**config.mk**
```make
export PLATFORM = sky130hd
export DESIGN_NAME = eth_gmii_rx_fcs_flat
export DESIGN_NICKNAME = d
export VERILOG_FILES = /design/src/rtl/eth_gmii_rx_fcs_if.sv /design/src/rtl/eth_gmii_rx_fcs.sv /design/src/flat_wrapper.sv
export SDC_FILE = /design/constraint.sdc
export NUM_CORES = 1
export LEC_CHECK = 0
export CORE_ASPECT_RATIO = 0.8
export CORE_MARGIN = 5
export CORE_UTILIZATION = 58
export CTS_CLUSTER_DIAMETER = 100
export CTS_CLUSTER_SIZE = 30
export DETAILED_ROUTE_END_ITERATION = 8
export PLACE_DENSITY = 0.84
export SLEW_MARGIN = 10
export SYNTH_ARGS = -nofsm -noshare
export SYNTH_HDL_FRONTEND = slang
export SYNTH_SLANG_ARGS = --single-unit
```
**constraint.sdc**
```tcl
create_clock -name clk -period 2.5 [get_ports clk]
set_clock_uncertainty 0.15 [all_clocks]
set_input_delay 0.375 -clock clk [delete_from_list [all_inputs] [get_ports clk]]
set_output_delay 0.375 -clock clk [all_outputs]
set_load 0.02 [all_outputs]
```
**src/rtl/eth_gmii_rx_fcs_if.sv**
```systemverilog
// +-----------------------------------------------------------------------------+
// | Module   : eth_gmii_rx_fcs_if                                               |
// | Desc     : GMII/MII receive bus and 8-bit AXI4-Stream output (no tready).   |
// | Revision : 1.0                                                              |
// +-----------------------------------------------------------------------------+
`default_nettype none

interface eth_gmii_rx_fcs_if;
  logic [7:0] gmii_rxd;
  logic       gmii_rx_dv;
  logic       gmii_rx_er;
  logic [7:0] output_axis_tdata;
  logic       output_axis_tvalid;
  logic       output_axis_tlast;
  logic       output_axis_tuser;

  // master is the PHY/sink side, slave is the receiver itself
  modport master (
    output gmii_rxd,
    output gmii_rx_dv,
    output gmii_rx_er,
    input  output_axis_tdata,
    input  output_axis_tvalid,
    input  output_axis_tlast,
    input  output_axis_tuser
  );

  modport slave (
    input  gmii_rxd,
    input  gmii_rx_dv,
    input  gmii_rx_er,
    output output_axis_tdata,
    output output_axis_tvalid,
    output output_axis_tlast,
    output output_axis_tuser
  );
endinterface

`default_nettype wire

```
**src/rtl/eth_gmii_rx_fcs.sv**
```systemverilog
// +-----------------------------------------------------------------------------+
// | Module   : eth_gmii_rx_fcs (with helper eth_lfsr)                           |
// | Desc     : GMII/MII frame receiver, preamble/SFD detect, CRC32 check, FCS   |
// |            strip, bad frames flagged on tuser.                              |
// | Revision : 1.0                                                              |
// +-----------------------------------------------------------------------------+
`default_nettype none

// Galois LFSR step over DATA_WIDTH input bits; REVERSE=1 consumes data LSB first.
module eth_lfsr #(
  parameter int                    LFSR_WIDTH = 32,
  parameter logic [LFSR_WIDTH-1:0] LFSR_POLY  = 32'h04C11DB7,
  parameter bit                    REVERSE    = 1'b1,
  parameter int                    DATA_WIDTH = 8
) (
  input  logic [DATA_WIDTH-1:0] data_in,
  input  logic [LFSR_WIDTH-1:0] state_in,
  output logic [LFSR_WIDTH-1:0] state_out
);

  function automatic logic [LFSR_WIDTH-1:0] bit_reverse(input logic [LFSR_WIDTH-1:0] v);
    logic [LFSR_WIDTH-1:0] r;
    r = '0;
    for (int i = 0; i < LFSR_WIDTH; i++) begin
      r[i] = v[LFSR_WIDTH-1-i];
    end
    return r;
  endfunction

  localparam logic [LFSR_WIDTH-1:0] c_poly_rev = bit_reverse(LFSR_POLY);

  always_comb begin
    logic                  fb;
    logic [LFSR_WIDTH-1:0] st;
    st = state_in;
    fb = 1'b0;
    for (int i = 0; i < DATA_WIDTH; i++) begin
      if (REVERSE) begin
        fb = st[0] ^ data_in[i];
        st = (st >> 1) ^ (fb ? c_poly_rev : '0);
      end else begin
        fb = st[LFSR_WIDTH-1] ^ data_in[DATA_WIDTH-1-i];
        st = (st << 1) ^ (fb ? LFSR_POLY : '0);
      end
    end
    state_out = st;
  end

endmodule

module eth_gmii_rx_fcs #(
  parameter bit CHECK_RUNT       = 1'b0,
  parameter int MIN_FRAME_LENGTH = 64
) (
  input  logic                     clk,
  input  logic                     rst_n,
  eth_gmii_rx_fcs_if.slave         bus,
  input  logic                     clk_enable,
  input  logic                     mii_select,
  output logic                     error_bad_frame,
  output logic                     error_bad_fcs,
  output logic [31:0]              fcs_reg
);

  localparam logic [31:0] c_crc_init    = 32'hFFFFFFFF;
  localparam logic [31:0] c_crc_residue = 32'hDEBB20E3;
  localparam logic [15:0] c_min_len     = 16'(MIN_FRAME_LENGTH);

  typedef enum logic [1:0] {
    S_IDLE     = 2'd0,
    S_PAYLOAD  = 2'd1,
    S_WAIT_END = 2'd2
  } state_t;

  state_t          r_state;
  logic [7:0]      r_rxd;
  logic            r_dv;
  logic            r_er;
  logic            r_phase;
  logic [3:0]      r_lo_nib;
  logic            r_lo_er;
  logic [31:0]     r_crc;
  logic [4:0][7:0] r_dly;
  logic [4:0]      r_dly_vld;
  logic [15:0]     r_cnt;
  logic            r_bad;
  logic [7:0]      r_tdata;
  logic            r_tvalid;
  logic            r_tlast;
  logic            r_tuser;
  logic            r_err_frame;
  logic            r_err_fcs;
  logic [31:0]     r_fcs;

  logic [7:0]      w_byte;
  logic            w_er;
  logic            w_strobe;
  logic [31:0]     w_crc_next;
  logic            w_crc_bad;
  logic            w_runt;

  // In MII mode the registered nibble is the high half; the low half was parked last enable
  assign w_byte     = mii_select ? {r_rxd[3:0], r_lo_nib} : r_rxd;
  assign w_er       = r_er | (mii_select & r_lo_er);
  assign w_strobe   = clk_enable & (~mii_select | ~r_dv | r_phase);
  assign w_crc_bad  = (r_crc != c_crc_residue);
  assign w_runt     = CHECK_RUNT && (r_cnt < c_min_len);

  eth_lfsr #(
    .LFSR_WIDTH (32),
    .LFSR_POLY  (32'h04C11DB7),
    .REVERSE    (1'b1),
    .DATA_WIDTH (8)
  ) u_crc (
    .data_in   (w_byte),
    .state_in  (r_crc),
    .state_out (w_crc_next)
  );

  always_ff @(posedge clk or negedge rst_n) begin
    if (!rst_n) begin
      r_state     <= S_IDLE;
      r_rxd       <= 8'h00;
      r_dv        <= 1'b0;
      r_er        <= 1'b0;
      r_phase     <= 1'b0;
      r_lo_nib    <= 4'h0;
      r_lo_er     <= 1'b0;
      r_crc       <= c_crc_init;
      r_dly       <= '0;
      r_dly_vld   <= 5'b00000;
      r_cnt       <= 16'h0000;
      r_bad       <= 1'b0;
      r_tdata     <= 8'h00;
      r_tvalid    <= 1'b0;
      r_tlast     <= 1'b0;
      r_tuser     <= 1'b0;
      r_err_frame <= 1'b0;
      r_err_fcs   <= 1'b0;
      r_fcs       <= 32'hFFFFFFFF;
    end else begin
      r_tvalid    <= 1'b0;
      r_tlast     <= 1'b0;
      r_tuser     <= 1'b0;
      r_err_frame <= 1'b0;
      r_err_fcs   <= 1'b0;

      if (clk_enable) begin
        r_rxd <= bus.gmii_rxd;
        r_dv  <= bus.gmii_rx_dv;
        r_er  <= bus.gmii_rx_er;
        if (!r_dv || !mii_select) begin
          r_phase <= 1'b0;
        end else if (!r_phase) begin
          r_phase  <= 1'b1;
          r_lo_nib <= r_rxd[3:0];
          r_lo_er  <= r_er;
        end else begin
          r_phase <= 1'b0;
        end
      end

      if (w_strobe) begin
        case (r_state)
          S_IDLE: begin
            if (r_dv) begin
              if (w_byte == 8'hD5) begin
                r_crc     <= c_crc_init;
                r_bad     <= 1'b0;
                r_cnt     <= 16'h0000;
                r_dly_vld <= 5'b00000;
                r_state   <= S_PAYLOAD;
              end else if (w_byte != 8'h55) begin
                r_state <= S_WAIT_END;
              end
            end
          end

          S_PAYLOAD: begin
            if (r_dv) begin
              r_crc     <= w_crc_next;
              r_dly     <= {r_dly[3:0], w_byte};
              r_dly_vld <= {r_dly_vld[3:0], 1'b1};
              if (r_cnt != 16'hFFFF) begin
                r_cnt <= r_cnt + 16'd1;
              end
              if (w_er) begin
                r_bad <= 1'b1;
              end
              if (r_dly_vld[4]) begin
                r_tdata  <= r_dly[4];
                r_tvalid <= 1'b1;
              end
            end else begin
              // Slots 3..0 now hold the FCS, slot 3 being its first byte on the wire
              r_state <= S_IDLE;
              if (r_dly_vld[4]) begin
                r_tdata     <= r_dly[4];
                r_tvalid    <= 1'b1;
                r_tlast     <= 1'b1;
                r_tuser     <= r_bad | w_crc_bad | w_runt;
                r_err_fcs   <= w_crc_bad;
                r_err_frame <= r_bad | w_runt;
                r_fcs       <= {r_dly[0], r_dly[1], r_dly[2], r_dly[3]};
              end else begin
                r_err_frame <= 1'b1;
              end
            end
          end

          S_WAIT_END: begin
            if (!r_dv) begin
              r_state <= S_IDLE;
            end
          end

          default: r_state <= S_IDLE;
        endcase
      end
    end
  end

  assign bus.output_axis_tdata  = r_tdata;
  assign bus.output_axis_tvalid = r_tvalid;
  assign bus.output_axis_tlast  = r_tlast;
  assign bus.output_axis_tuser  = r_tuser;
  assign error_bad_frame        = r_err_frame;
  assign error_bad_fcs          = r_err_fcs;
  assign fcs_reg                = r_fcs;

endmodule

`default_nettype wire

```
**src/flat_wrapper.sv**
```systemverilog
// flat-port wrapper written by rule: the top's interface ports become plain ports
module eth_gmii_rx_fcs_flat 
#(
  parameter bit CHECK_RUNT       = 1'b0,
  parameter int MIN_FRAME_LENGTH = 64
)
  (clk, rst_n, clk_enable, mii_select, error_bad_frame, error_bad_fcs, fcs_reg, bus_gmii_rxd, bus_gmii_rx_dv, bus_gmii_rx_er, bus_output_axis_tdata, bus_output_axis_tvalid, bus_output_axis_tlast, bus_output_axis_tuser);
  eth_gmii_rx_fcs_if bus_i ();
  input  logic clk;
  input  logic rst_n;
  input  logic clk_enable;
  input  logic mii_select;
  output logic error_bad_frame;
  output logic error_bad_fcs;
  output logic [31:0] fcs_reg;
  input wire logic [$bits(bus_i.gmii_rxd)-1:0] bus_gmii_rxd;
  input wire logic [$bits(bus_i.gmii_rx_dv)-1:0] bus_gmii_rx_dv;
  input wire logic [$bits(bus_i.gmii_rx_er)-1:0] bus_gmii_rx_er;
  output wire logic [$bits(bus_i.output_axis_tdata)-1:0] bus_output_axis_tdata;
  output wire logic [$bits(bus_i.output_axis_tvalid)-1:0] bus_output_axis_tvalid;
  output wire logic [$bits(bus_i.output_axis_tlast)-1:0] bus_output_axis_tlast;
  output wire logic [$bits(bus_i.output_axis_tuser)-1:0] bus_output_axis_tuser;
  assign bus_i.gmii_rxd = bus_gmii_rxd;
  assign bus_i.gmii_rx_dv = bus_gmii_rx_dv;
  assign bus_i.gmii_rx_er = bus_gmii_rx_er;
  assign bus_output_axis_tdata = bus_i.output_axis_tdata;
  assign bus_output_axis_tvalid = bus_i.output_axis_tvalid;
  assign bus_output_axis_tlast = bus_i.output_axis_tlast;
  assign bus_output_axis_tuser = bus_i.output_axis_tuser;
  eth_gmii_rx_fcs #(.CHECK_RUNT(CHECK_RUNT), .MIN_FRAME_LENGTH(MIN_FRAME_LENGTH)) u_core (.clk(clk), .rst_n(rst_n), .bus(bus_i), .clk_enable(clk_enable), .mii_select(mii_select), .error_bad_frame(error_bad_frame), .error_bad_fcs(error_bad_fcs), .fcs_reg(fcs_reg));
endmodule
```
==> results of run 1 <==
cells by family after synthesis:
group / share of synthesized area [%]
AOI/OAI and AO/OA: 6.97
buffers and inverters: 2.54
xor gates and xnor gates: 15.5
muxes: 11.5
DFF: 54.3
adders and majority gates: 0.377
and+or+nand+nor: 8.87
layer usage:
layer  global-route usage, %  part of all wire [%]
met1                    32.1                    42
met2                    39.7                    50
met3                    5.78                   5.7
met4                    8.38                   2.2
met5                       0                     0
cell type report:
cell class                 instances  share of cell area [%]
sequential                       141                    43.0
clock buffer                      17                    5.07
timing repair buffer             110                    12.8
multi-input combinational        336                    34.3
clock inverter                    15                    1.97
inverter                          13                   0.582
tap                              148                    2.21
worst max-delay path: stages:
cell	delay [ns]
clkdlybuf4s50_1	0.52
buf_12	0.18
mux2i_1	0.09
buf_4	0.15
xnor2_2	0.46
xnor3_1	0.37
xnor3_1	0.23
o22a_1	0.20
per-stage QoR:
step | area [um^2] | hold slack, ns | TNS (ns) | instances
final | 8390 | 0.261 | 0 | 780
after CTS | 8380 | 0.278 | 0 | 780
after detailed placement | 7780 | 0.153 | -7.76 | 747
after floorplan | 6640 | -0.0706 | 0 | 515
after global placement | 7780 | 0.145 | -5.12 | 747
after global routing | 8390 | 0.287 | -0.000363 | 780
final timing paths:
kind / cells after the start / startpoint / to / slack [ns]
worst max register to register: 7 / u_core.r_rxd[1] / u_core.r_crc[3] / 0.30
max in group asynchronous: 3 / rst_n / u_core.fcs_reg[20] / 1.21
worst min register to register: 2 / u_core.fcs_reg[22] / u_core.fcs_reg[22] / 0.31
worst min-delay path: 2 / rst_n / u_core.bus.output_axis_tdata[1] / 0.26
worst max-delay path: 8 / mii_select / u_core.r_crc[26] / 0.12
min in group clk: 2 / u_core.fcs_reg[22] / u_core.fcs_reg[22] / 0.31
where the power goes:
part | switching, mW | internal, mW | leakage (nW)
logic | 2.11 | 2.88 | 1.88
clock network | 1.18 | 1.35 | 0.288
registers | 0.610 | 3.07 | 1.69
total | 3.90 | 7.30 | 3.86
cells in the mapped netlist (2+ instances only):
cell type,instances
mux2_2,56
buf_6,2
nor2b_1,2
nand2_1,111
xor2_1,8
dfrtp_1,77
o21ai_0,12
o22a_1,7
clkbuf_1,11
nand4_1,2
inv_1,13
xnor2_2,5
buf_1,3
xnor2_4,7
mux2i_4,3
xnor2_1,31
mux2i_1,5
nor4_1,4
nand4b_1,4
a21oi_1,5
a2bb2oi_1,25
ha_1,2
buf_2,9
dfstp_2,64
o22ai_1,5
xnor3_1,16
nand3_1,5
nor2_1,4
cells in the final DEF, fill, tap and decap left out, types with 2 or more instances in the layout:
| cell | n |
|---|---|
| a21oi_1 | 5 |
| a2bb2oi_1 | 25 |
| buf_12 | 8 |
| buf_4 | 43 |
| clkbuf_16 | 17 |
| clkdlybuf4s50_1 | 57 |
| clkinv_8 | 3 |
| dfrtp_1 | 77 |
| dfstp_2 | 64 |
| ha_1 | 2 |
| inv_1 | 13 |
| inv_6 | 6 |
| inv_8 | 5 |
| mux2_2 | 55 |
| mux2i_1 | 5 |
| mux2i_4 | 3 |
| nand2_1 | 110 |
| nand3_1 | 5 |
| nand4_1 | 2 |
| nand4b_1 | 4 |
| nor2_1 | 4 |
| nor2b_1 | 2 |
| nor4_1 | 4 |
| o21ai_0 | 12 |
| o22a_1 | 7 |
| o22ai_1 | 5 |
| xnor2_1 | 30 |
| xnor2_2 | 6 |
| xnor2_4 | 7 |
| xnor3_1 | 15 |
| xor2_1 | 8 |
timing repair:
| action | in CTS | in global routing |
|---|---|---|
| hold buffers | 1 | 0 |
| resized for setup | 0 | 3 |
| endpoints found under the setup margin | 0 | 3 |
| endpoints found under the hold margin | 37 | 0 |
==> results.py, run 1 <==
metrics = {
    "status": {
        "outcome": "complete, no violations",
    },
    "layout": {
        "largest_reg_flops": 40,
        "areaGrowthSynthToFinish_pct": 26.3,
        "final_nets": 635,
        "n_antenna_cell": 0,
        "fill_cells": 702,
        "multi_input_area_um2": 2880,
        "final_core_utilization_pct": 73.7,
        "drive_gt1_share_pct": 35.8,
        "ff_latch_area_um2": 3610,
    },
    "global_route": {
        "grt_max_degree": 51,
        "grt_pass1_wl_um": 25700,
        "globalRouteOverflowTotal": 0,
        "first_global_vias": 4835,
        "antenna_found_initial": 0,
        "track_usage_pct": 24.4,
    },
    "flow_run": {
        "cap_viol_max_count": 0,
    },
    "clocking": {
        "clk_latency_ns": 0.42,
        "numCtsBuffers": 17,
        "ctsHtreeMaxLevel": 4,
        "clock-root-buffer": "clkbuf_16",
        "cts_tree": "built",
        "postCtsSetupBuffers": 0,
        "clock_sinks": 141,
        "clockBufferDepth": 2,
        "cts.clk_slew.worst_paths_ns": 0.07,
    },
    "route": {
        "drt_iter0_markers": 389,
        "routed_wl_um": 15700,
        "viasPerCell": 5.72,
        "drcViolationCount": 0,
        "vias": 4458,
        "postRouteAntennaNets": 0,
        "wire_per_inst_um": 20.2,
        "first_pass_iters": 5,
    },
    "placed_design": {
        "io_buffers": 58,
        "dp_hpwl_um": 10000,
        "pre_cts_slack_ns": -0.287,
        "globalplace.congestion": 0.864,
    },
    "worst_setup_path": {
        "cp-start-kind": "input port",
        "cp_max_fo": 12,
        "crit_type": "input port to flip-flop",
        "required_ns": 2.70,
        "worstPathArrival_ns": 2.59,
        "critPathCaptureType": "flip-flop",
    },
    "synth": {
        "synthCells": 515,
        "yosysWarnings": 0,
        "synth_top_area_cell": "dfrtp_1",
        "avgSynthCellArea_um2": 12.9,
        "synth-async-reset-ratio_pct": 100,
        "synth-edff-count": 0,
        "synth_seq_cells": 141,
        "ys_top_cells_by_area": "dfrtp_1 (29%), dfstp_2 (25%), mux2_2 (9.5%)",
        "yosysSeqAreaShare_pct": 54.3,
        "synth_nets": 531,
        "syn_area_um2": 6640,
        "synth_top_area_share_pct": 29.0,
        "yosysUniqueCellTypes": 45,
        "ys.flop_type": "dfrtp_1",
    },
    "die": {
        "core_region_area_um2": 11400,
        "pin_count": 59,
        "die_y_um": 106,
        "die_area_um2": 13700,
        "die_width_um": 130,
        "rows": 35,
        "initial_utilization_pct": 58.4,
    },
    "pwr": {
        "peakVddDrop_uv": 710,
        "leakage_nw": 3.86,
        "power_density_nw_per_um2": 1330,
        "power_mw": 11.2,
    },
    "sta": {
        "fmax_ghz": 0.420,
        "tightestPinTransition_ns": 0.584,
        "relSlewSlack_pct": 60.9,
        "setup_violations": 0,
        "drv_slew": 0,
        "period_needed_ns": 2.38,
        "hold_viol_final": 0,
        "fin_crit_sh_pct": 95.4,
        "worst_slack_ns": 0.116,
    },
    "min_path": {
        "hp-class": "input port to async pin",
    },
}
Note: power is estimated with default switching activity, not from simulation.
==> run 2: changes to the inputs <==
Settings changed: CTS_BUF_LIST set to sky130_fd_sc_hd__clkbuf_16, MAX_ROUTING_LAYER set to met4.
==> run 2 against run 1 <==
- worst hold slack worse by 0.015 ns
- global-route usage increased by 0.092 points
- clock power fell by 2%
- critical path depth unchanged
- final area is 0.19% lower
- die area stayed put
- sequential share of layout area increased by 0.084 points
- count of clock-buffer cells in the layout did not move
- maximum frequency decreased by 2.2%
- final cell count is 0.38% lower
- critical endpoint is now u_core.r_crc[27]
==> results.py, run 2 (same netlist as run 1, synthesis figures left out) <==
metrics = {
    "route": {
        "drcViolationCount": 0,
        "routed_wl_um": 15100,
        "drt_iter0_markers": 275,
        "postRouteAntennaNets": 0,
        "viasPerCell": 5.64,
        "vias": 4384,
        "wire_per_inst_um": 19.5,
        "first_pass_iters": 5,
    },
    "placed_design": {
        "io_buffers": 58,
        "dp_hpwl_um": 9850,
        "dp_cells": 744,
        "globalplace.congestion": 0.856,
        "pre_cts_slack_ns": -0.301,
    },
    "worst_setup_path": {
        "cp_max_fo": 9,
        "cpPeakStageDelay_ns": 0.50,
        "cp-start-kind": "input port",
        "critPathCaptureType": "flip-flop",
        "cpMostUsedCell": "xnor2_4",
        "worstPathArrival_ns": 2.62,
        "crit_type": "input port to flip-flop",
        "crit_slowest_cell": "clkdlybuf4s50_1",
        "required_ns": 2.68,
        "crit_chain": "clkdlybuf4s50_1, buf_12, mux2i_4, xnor2_4, buf_4, xnor2_4, xnor3_1, a2bb2oi_1",
    },
    "sta": {
        "period_needed_ns": 2.44,
        "relSlewSlack_pct": 60.3,
        "tightestPinTransition_ns": 0.593,
        "fmax_ghz": 0.410,
        "setup_tns_ns": 0,
        "fin_crit_sh_pct": 97.5,
        "rsz0062_at_grt": "no",
        "worst_slack_ns": 0.0634,
        "drv_slew": 0,
        "hold_viol_final": 0,
        "holdWs_ns": 0.246,
        "setup_violations": 0,
    },
    "clocking": {
        "ctsHtreeMaxLevel": 4,
        "cts_tree": "built",
        "clock-root-buffer": "clkbuf_16",
        "clock_sinks": 141,
        "cts.clk_slew.worst_paths_ns": 0.07,
        "clockBufferDepth": 2,
        "postCtsSetupBuffers": 0,
        "clk_latency_ns": 0.42,
        "numCtsBuffers": 17,
    },
    "layout": {
        "fin_cells": 777,
        "final_nets": 632,
        "drive_gt1_share_pct": 35.6,
        "largest_reg_flops": 40,
        "areaGrowthSynthToFinish_pct": 26.0,
        "layout_commonest_cell": "nand2_1",
        "final_cell_mix": "nand2_1 (110), dfrtp_1 (77), dfstp_2 (64)",
        "n_antenna_cell": 0,
    },
    "flow_run": {
        "cap_viol_max_count": 0,
    },
    "die": {
        "pin_count": 59,
        "die_width_um": 130,
        "rows": 35,
        "core_region_area_um2": 11400,
        "initial_utilization_pct": 58.4,
        "die_area_um2": 13700,
        "die_y_um": 106,
    },
    "pwr": {
        "leakage_nw": 3.84,
        "power_density_nw_per_um2": 1330,
        "peakVddDrop_uv": 584,
    },
    "global_route": {
        "track_usage_pct": 24.5,
        "globalRouteOverflowTotal": 0,
        "grt_pass1_wl_um": 25300,
        "grt_max_degree": 57,
        "antenna_found_initial": 0,
        "first_global_vias": 4769,
    },
    "status": {
        "outcome": "complete, no violations",
    },
    "min_path": {
        "hp-class": "input port to async pin",
    },
}
run 2: layout make-up:
| class | instances | area (um^2) |
|---|---|---|
| multi-input cells | 336 | 2890 |
| repair buffers | 107 | 1060 |
| flip-flops and latches | 141 | 3610 |
| clock inverters | 15 | 154 |
| well taps | 148 | 185 |
| fillers | 685 | 3010 |
| inverters | 13 | 48.8 |
| clock buffers | 17 | 425 |
run 2: per-stage QoR:
| step | instance area, um^2 | util [%] | power, mW |
|---|---|---|---|
| floorplan | 6640 | - | 7.01 |
| global placement | 7770 | 68.2 | 8.28 |
| detailed placement | 7770 | 68.2 | 8.46 |
| CTS | 8360 | 73.4 | 11.1 |
| global route | 8370 | 73.5 | 11.6 |
| finish | 8370 | 73.5 | 11.1 |
run 2: routing by layer:
metal	vias to the layer above	part of all wire, %	global-route usage [%]
met5	-	0	-
met2	126	50	38.0
met1	2247	44	32.4
li1	1982	-	-
met3	29	4.1	4.86
met4	0	1.8	8.31
run 2: power breakdown:
part           internal [mW]  switching [mW]
sequential              3.07           0.606
combinational           2.88            2.07
clock                   1.41            1.08
total                   7.36            3.75
run 2: path summary, 6_finish.rpt:
kind / start / to / slack, ns / cells after the start
worst min-delay path: rst_n / u_core.bus.output_axis_tdata[0] / 0.25 / 2
worst max-delay path: mii_select / u_core.r_crc[27] / 0.06 / 8
worst max register to register: u_core.r_rxd[1] / u_core.r_crc[27] / 0.22 / 6
max in group asynchronous: rst_n / u_core.r_crc[1] / 1.23 / 3
worst min register to register: u_core.fcs_reg[13] / u_core.fcs_reg[13] / 0.31 / 2
min in group clk: u_core.fcs_reg[13] / u_core.fcs_reg[13] / 0.31 / 2
run 2: critical path, delay by kind of cell:
kind / cells / cell delay, ns
compound gates: 1 / 0.23
mux: 1 / 0.35
buf+inv: 3 / 0.83
xor+xnor: 3 / 0.81
run 2: repair_timing:
item,4_1_cts,5_1_grt
endpoints found under the setup margin,0,3
resized for setup,0,3
hold buffers,1,0
endpoints found under the hold margin,30,0
==> run 3: changes to the inputs <==
Settings changed: GPL_TIMING_DRIVEN set to 0, PLACE_DENSITY 0.84 to 0.89.
==> run 3 against run 2 <==
- via count increased by 0.94%
- clock power increased by 2%
- maximum frequency grew 0.28%
- critical path type is now flip-flop to flip-flop
==> results.py, run 3 (same netlist as run 1, synthesis figures left out) <==
metrics = {
    "sta": {
        "drv_slew": 0,
        "relSlewSlack_pct": 48.7,
        "holdWs_ns": 0.261,
        "tightestPinTransition_ns": 0.766,
        "setup_violations": 0,
        "rsz0062_at_grt": "no",
        "fin_crit_sh_pct": 97.2,
        "hold_viol_final": 0,
        "worst_slack_ns": 0.0702,
        "fmax_ghz": 0.412,
        "period_needed_ns": 2.43,
    },
    "route": {
        "drcViolationCount": 0,
        "routed_wl_um": 15800,
        "postRouteAntennaNets": 0,
        "drt_iter0_markers": 354,
        "viasPerCell": 5.88,
        "vias": 4425,
        "wire_per_inst_um": 21.0,
        "first_pass_iters": 7,
    },
    "status": {
        "outcome": "complete, no violations",
    },
    "placed_design": {
        "pre_cts_slack_ns": -0.0850,
        "dp_hpwl_um": 10300,
        "io_buffers": 56,
        "globalplace.congestion": 0.895,
    },
    "clocking": {
        "cts.clk_slew.worst_paths_ns": 0.06,
        "numCtsBuffers": 17,
        "clk_latency_ns": 0.42,
        "cts_tree": "built",
        "ctsHtreeMaxLevel": 4,
        "clock-root-buffer": "clkbuf_16",
        "clock_sinks": 141,
        "clockBufferDepth": 2,
    },
    "worst_setup_path": {
        "worstPathArrival_ns": 2.63,
        "cp_max_fo": 4,
        "r2r-end": "u_core.r_crc[19]",
        "r2r_cells": 5,
        "reg2reg_from": "u_core.r_crc[1]",
        "crit_chain": "xnor3_1, xnor2_1, xnor3_1, xnor2_1, a2bb2oi_1",
        "required_ns": 2.70,
        "critPathCaptureType": "flip-flop",
        "cp-start-kind": "flip-flop",
        "r2r_setup_slack_ns": 0.07,
        "crit_type": "flip-flop to flip-flop",
        "cpPeakStageDelay_ns": 0.60,
        "crit_slowest_cell": "dfstp_2",
    },
    "min_path": {
        "worstHoldStart": "mii_select",
        "hp-class": "input port to flip-flop",
        "holdPathStages": 3,
        "hold_path_end": "u_core.r_dly[7]",
    },
    "pwr": {
        "power_mw": 10.7,
        "peakVddDrop_uv": 693,
        "power_density_nw_per_um2": 1330,
        "leakage_nw": 3.63,
    },
    "die": {
        "initial_utilization_pct": 58.4,
        "rows": 35,
        "pin_count": 59,
        "die_area_um2": 13700,
        "core_region_area_um2": 11400,
        "die_y_um": 106,
        "die_width_um": 130,
    },
    "layout": {
        "areaGrowthSynthToFinish_pct": 20.9,
        "drive_gt1_share_pct": 31.4,
        "largest_reg_flops": 40,
        "final_nets": 608,
        "n_antenna_cell": 0,
        "final_cell_mix": "nand2_1 (111), dfrtp_1 (76), dfstp_2 (64)",
        "layout_commonest_cell": "nand2_1",
    },
    "global_route": {
        "globalRouteOverflowTotal": 0,
        "grt_max_degree": 101,
        "use_met3_pct": 6.13,
        "first_global_vias": 4664,
        "top_usage_layer": "met2",
        "grt_pass1_wl_um": 25500,
        "globalRouteMet2Util_pct": 38.3,
        "antenna_found_initial": 0,
        "track_usage_pct": 24.9,
        "globalRouteMet1Util_pct": 33.4,
    },
    "flow_run": {
        "cap_viol_max_count": 0,
    },
}
-- run 3: metal layers --
layer / wire length [um] / share of wire (%)
met1: 6700 / 42
met2: 7820 / 50
met3: 1030 / 6.5
met4: 259 / 1.6
met5: 0 / 0
-- run 3: worst max-delay path: cells and delay by family (launching register included) --
kind / cells / cell delay [ns]
AO/OA/AOI/OAI: 1 / 0.18
flip-flops: 1 / 0.60
XOR/XNOR: 4 / 1.41
-- run 3: layout make-up --
type                    instances  area (um^2)
plain buffers                  25          129
fillers                       704         3350
clock inverters                15          161
flip-flops and latches        141         3610
multi-input cells             336         2870
clock buffers                  17          425
repair buffers                 58          599
inverters                      13         48.8
well taps                     148          185
-- run 3: how the worst max path moves through the flow --
stage | from | depth (start not counted) | to | slack (ns)
floorplan | mii_select | 6 | u_core.r_crc[18] | 0.28
global placement | rst_n | 1 | u_core.r_dly[13] | -4.22
detailed placement | mii_select | 8 | u_core.r_dly[10] | -0.08
CTS | u_core.r_rxd[0] | 5 | u_core.r_crc[18] | 0.05
global route | u_core.r_rxd[1] | 7 | u_core.r_crc[14] | 0.03
finish | u_core.r_crc[1] | 5 | u_core.r_crc[19] | 0.07
-- run 3: per-stage QoR --
stage / cell area [um^2] / std cells / util (%) / TNS [ns]
CTS: 8020 / 753 / 70.4 / 0
finish: 8030 / 753 / 70.5 / 0
detailed placement: 7420 / 720 / 65.2 / -1.10
global placement: 7390 / 719 / 64.9 / -490.28
floorplan: 6640 / 515 / - / 0
global route: 8030 / 753 / 70.5 / 0
-- run 3: report_power, final --
group | total, mW | switching, mW | leakage (nW) | internal, mW
clock | 2.52 | 1.04 | 0.277 | 1.48
sequential | 3.66 | 0.582 | 1.69 | 3.07
combinational | 4.55 | 2.07 | 1.67 | 2.47
-- run 3: repair_timing --
item / in CTS / in global routing
hold endpoints to repair: 37 / 0
hold buffers: 1 / 0
resized for setup: 3 / 5
gates cloned: 0 / 0
setup buffers: 0 / 0
setup endpoints to repair: 21 / 28
